### config.mk
export PLATFORM = sky130hd
export DESIGN_NAME = alu_result_reg
export DESIGN_NICKNAME = d
export VERILOG_FILES = /design/src/rtl/alu_result_reg.sv
export SDC_FILE = /design/constraint.sdc
export NUM_CORES = 1
export LEC_CHECK = 0
export CAP_MARGIN = 20
export CORE_MARGIN = 2
export CORE_UTILIZATION = 60
export CTS_BUF_LIST = sky130_fd_sc_hd__clkbuf_4
export DETAILED_ROUTE_END_ITERATION = 8
export DONT_BUFFER_PORTS = 1
export PLACE_DENSITY = 0.82
export SYNTH_ARGS = -nofsm -noshare
export SYNTH_HDL_FRONTEND = slang
export SYNTH_SLANG_ARGS = --single-unit
### constraint.sdc
create_clock -name Clock -period 4.2 [get_ports Clock]
set_input_delay 0.42 -clock Clock [delete_from_list [all_inputs] [get_ports Clock]]
set_output_delay 0.42 -clock Clock [all_outputs]
set_load 0.05 [all_outputs]
### src/rtl/alu_result_reg.sv
// alu_result_reg: edge-triggered capture of the ALU result with history, B-operand feedback and sticky status
module alu_result_reg #(
  parameter int WIDTH = 8,
  parameter int CNT_W = 8
) (
  input  logic             Clock,
  input  logic             Reset,
  input  logic [WIDTH-1:0] ALUout,
  input  logic [2:0]       Function,
  input  logic             Load,
  input  logic             Freeze,
  input  logic             Clear,
  output logic [WIDTH-1:0] Result,
  output logic [WIDTH-1:0] Prev,
  output logic [3:0]       Bfeed,
  output logic             Valid,
  output logic             Carry,
  output logic             Zero,
  output logic [CNT_W-1:0] OpCount,
  output logic             Busy
);
  typedef enum logic [1:0] {EMPTY, LOADED, FROZEN} state_t;
  state_t state;
  logic load_q;
  logic ld_edge;
  assign ld_edge = Load & ~load_q;
  assign Bfeed = Result[3:0];
  always_ff @(posedge Clock) begin
    if (Reset) begin
      Result  <= '0;
      Prev    <= '0;
      Valid   <= 1'b0;
      Carry   <= 1'b0;
      Zero    <= 1'b0;
      OpCount <= '0;
      Busy    <= 1'b0;
      load_q  <= 1'b0;
      state   <= EMPTY;
    end else begin
      load_q <= Load;
      if (Clear) begin
        Result <= '0;
        Prev   <= '0;
        Valid  <= 1'b0;
        Carry  <= 1'b0;
        Zero   <= 1'b0;
        state  <= Freeze ? FROZEN : EMPTY;
        Busy   <= Freeze;
      end else if (Freeze) begin
        state <= FROZEN;
        Busy  <= 1'b1;
      end else if (state == FROZEN) begin
        state <= Valid ? LOADED : EMPTY;
        Busy  <= 1'b0;
      end else if (ld_edge) begin
        Prev    <= Result;
        Result  <= ALUout;
        Valid   <= 1'b1;
        Zero    <= ~|ALUout;
        Carry   <= Carry | (ALUout[4] & (Function[2:1] == 2'b00));
        OpCount <= OpCount + {{(CNT_W-1){1'b0}}, ~&OpCount};
        state   <= LOADED;
      end
    end
  end
endmodule

==> summary.md <==
| Metric | Value |
|---|---|
| Critical-path cell list | `nand2_1 > nor2_1 > nand4_1 > ha_1 > ha_1 > and3_1 > nand4_1 > o21ai_0 > a21oi_1` |
| Overflow after GRT | `0` |
| # setup viols final | `0` |
| Status | `complete, no violations` |
| First-pass GRT wire length | `4.112 mm` |
| Die Y | `50.19 µm` |
| Core area | `1982 µm²` |
| Syn_area_per_cell | `8.533 µm²` |
| DP HPWL | `1.752 mm` |
| CP endpoint kind | `flop` |
| Worst Setup Start Kind | `flop` |
| CP max stage delay | `0.71 ns` |
| EDFF count, synth | `0` |
| Number of global-route vias before repair | `1000` |
| Buffer and inverter count on the worst path | `0` |
| Initial Util | `0.6458` |
| Starting DRT DRC Count | `4` |
| CTS Sinks | `31` |
| Fmax achieved | `431.6 MHz` |
| Async S/R FF share, synth | `0` |
| Cell Rows | `16` |
| CP max stage cell | `dfxtp_1` |
| Initial antenna violation count | `0` |
| TritonCTS clock tree | `yes` |
| Max Cap Viol | `0` |
| Hold Violations, Final | `0` |
| Required @ worst endpoint | `4.46 ns` |
| Cts hold-fix bufs | `0` |
| Die Width | `50.19 µm` |
| Share of the synthesized area in the top cell type | `0.4848` |
| # IOs | `48` |
| Post-synthesis register bit count | `31` |
| Commonest non-fill, non-tap cell in the layout | `nand2_1` |
| Synth area leader | `dfxtp_1` |
| Placed cell areas | `1252 µm²` |
| # diodes | `0` |
| Clock Pin Slew Worst Setup and Hold Paths | `0.10 ns` |
| Die footprint | `2519 µm²` |
| DRC Markers | `0` |
| Synthesized area | `1280 µm²` |
| Crit Path Max Fanout | `5` |
| CTS buffer count | `5` |
| Synth top area cells | `dfxtp_1 48%, nand2_1 11%, a21oi_1 7.8%` |
| Clock Tree Buf Depth | `2` |
| Hold crit path type | `primary input to flop` |
| Worst-Skew Late Latency | `0.33 ns` |
| Post-layout minimum cycle time | `2.317 ns` |
| Crit path kind | `flop to flop` |
| Post-Place Cells | `167` |
| Final Max Tran Viols | `0` |
| Highest ir drop seen on vdd | `0.3362 mV` |
| Largest net degree at the start of global routing | `21` |
| Root buffer cell | `clkbuf_4` |
| Avg WL per Cell | `14.06 µm` |
| Cell family with most CP delay | `simple AND/OR/NAND/NOR gates` |
| Synth cell types | `32` |
| CTS resizes | `0` |
| Vias | `991` |
| Clock Skews | `0.008895 ns` |
| Final wirelength | `2.461 mm` |
| Post-synthesis sequential area ratio | `0.4848` |
| Most frequent cells in the layout | `36 x nand2_1, 31 x dfxtp_1, 20 x a21oi_1, 12 x nor2_1, 5 x clkbuf_4` |
| Number of nets produced by synthesis | `168` |
| # Post-CTS Setup Buffers | `0` |
| GRT Total Usage | `0.2207` |
| Worst slew margin | `0.3299` |
| Final TNS setup | `0 ns` |
| Drt first pass iters | `4` |
| Share of cells above drive strength 1 | `0.08784` |
| Routed Antenna Nets | `0` |
| Worst-margin pin slew | `1.004 ns` |
| Nets | `165` |
| Routability congestion estimate from global placement | `0.7575` |
| Fin util | `0.6705` |
| Static leakage | `0.0004547 µW` |
| Pwr/cell area | `422.3 nW/µm²` |
| CP Data Arrival Time | `2.58 ns` |
| Fill count | `179` |
| Ys Warns | `0` |
| # port buffers | `0` |
| Synth Flop Type | `dfxtp_1` |
| RSZ-0062 raised after global routing | `no` |
| Cell count after synthesis | `150` |
| Post-layout instance area | `1329 µm²` |
| Final Non-Filler Cells | `175` |
| Vias/cell | `5.663` |
| Tcrit/Tclk final | `0.5516` |
| CTS H-Tree Depth | `2` |
| Area grow syn2layout | `3.812%` |
==> synthesized netlist by cell type, drive strengths merged (3+ instances only) <==
cell	count
a21oi	20
buf	7
clkbuf	3
dfxtp	31
nand2	36
nand3	4
nand4	4
nor2	13
nor4	3
xor2	3
==> worst paths after layout <==
path	endpoint	slack, ns	from	cells past startpoint
min	load_q	0.14	Reset	1
max	OpCount[6]	1.88	OpCount[2]	9
min reg2reg	state[0]	0.52	state[0]	2
max reg2reg	OpCount[6]	1.88	OpCount[2]	9
==> sequential cells by signal (all words and copies together), names as in the netlist <==
| register | count |
|---|---|
| Carry | 1 |
| Valid | 1 |
| load_q | 1 |
| Prev | 8 |
| Result | 8 |
| OpCount | 8 |
| Busy | 1 |
| state | 2 |
| Zero | 1 |
==> where the power goes <==
group | internal, µW | switching (µW) | total, µW | leakage, µW
combinational | 8.53 | 16.9 | 25.5 | 0.000161
sequential | 298 | 15.5 | 313 | 0.000251
clock | 122 | 99.9 | 222 | 0.0000426
total | 429 | 132 | 561 | 0.000455
==> cells by family after synthesis <==
| kind of cell | synth area share |
|---|---|
| AO/OA/AOI/OAI | 0.1114 |
| XOR/XNOR | 0.02053 |
| adder cells (fa/ha/maj) | 0.01955 |
| buffers and inverters | 0.05376 |
| flip-flops | 0.4849 |
| multiplexers | 0.02444 |
| AND/OR/NAND/NOR | 0.2854 |
==> per-stage QoR <==
stage | total power (µW) | worst slack, ns | hold WS (ns)
6_report | 561.1 | 1.883 | 0.1369
5_1_grt | 582.0 | 1.711 | 0.1266
4_1_cts | 565.6 | 1.876 | 0.1294
3_5_place_dp | 345.7 | 1.952 | 0.4932
3_3_place_gp | 344.3 | 1.994 | 0.4908
2_1_floorplan | 344.3 | 2.104 | 0.4758
==> layer usage <==
layer	vias to the layer above	GRT usage	wire length, µm
met5	-	0	0
met4	0	0.1019	46
met3	6	0.1220	228
met2	32	0.3618	1217
met1	448	0.2280	967
li1	505	-	-
==> final cells by class <==
| class | count | area [µm²] | area share |
|---|---|---|---|
| flip-flops and latches | 31 | 620.6 | 0.4670 |
| multi-input cells | 107 | 590.6 | 0.4444 |
| clock inverters | 3 | 38.79 | 0.02919 |
| clock buffers | 5 | 37.54 | 0.02825 |
| well taps | 27 | 33.78 | 0.02542 |
| inverters | 2 | 7.507 | 0.005650 |
Note: power is estimated with default switching activity, not from simulation.
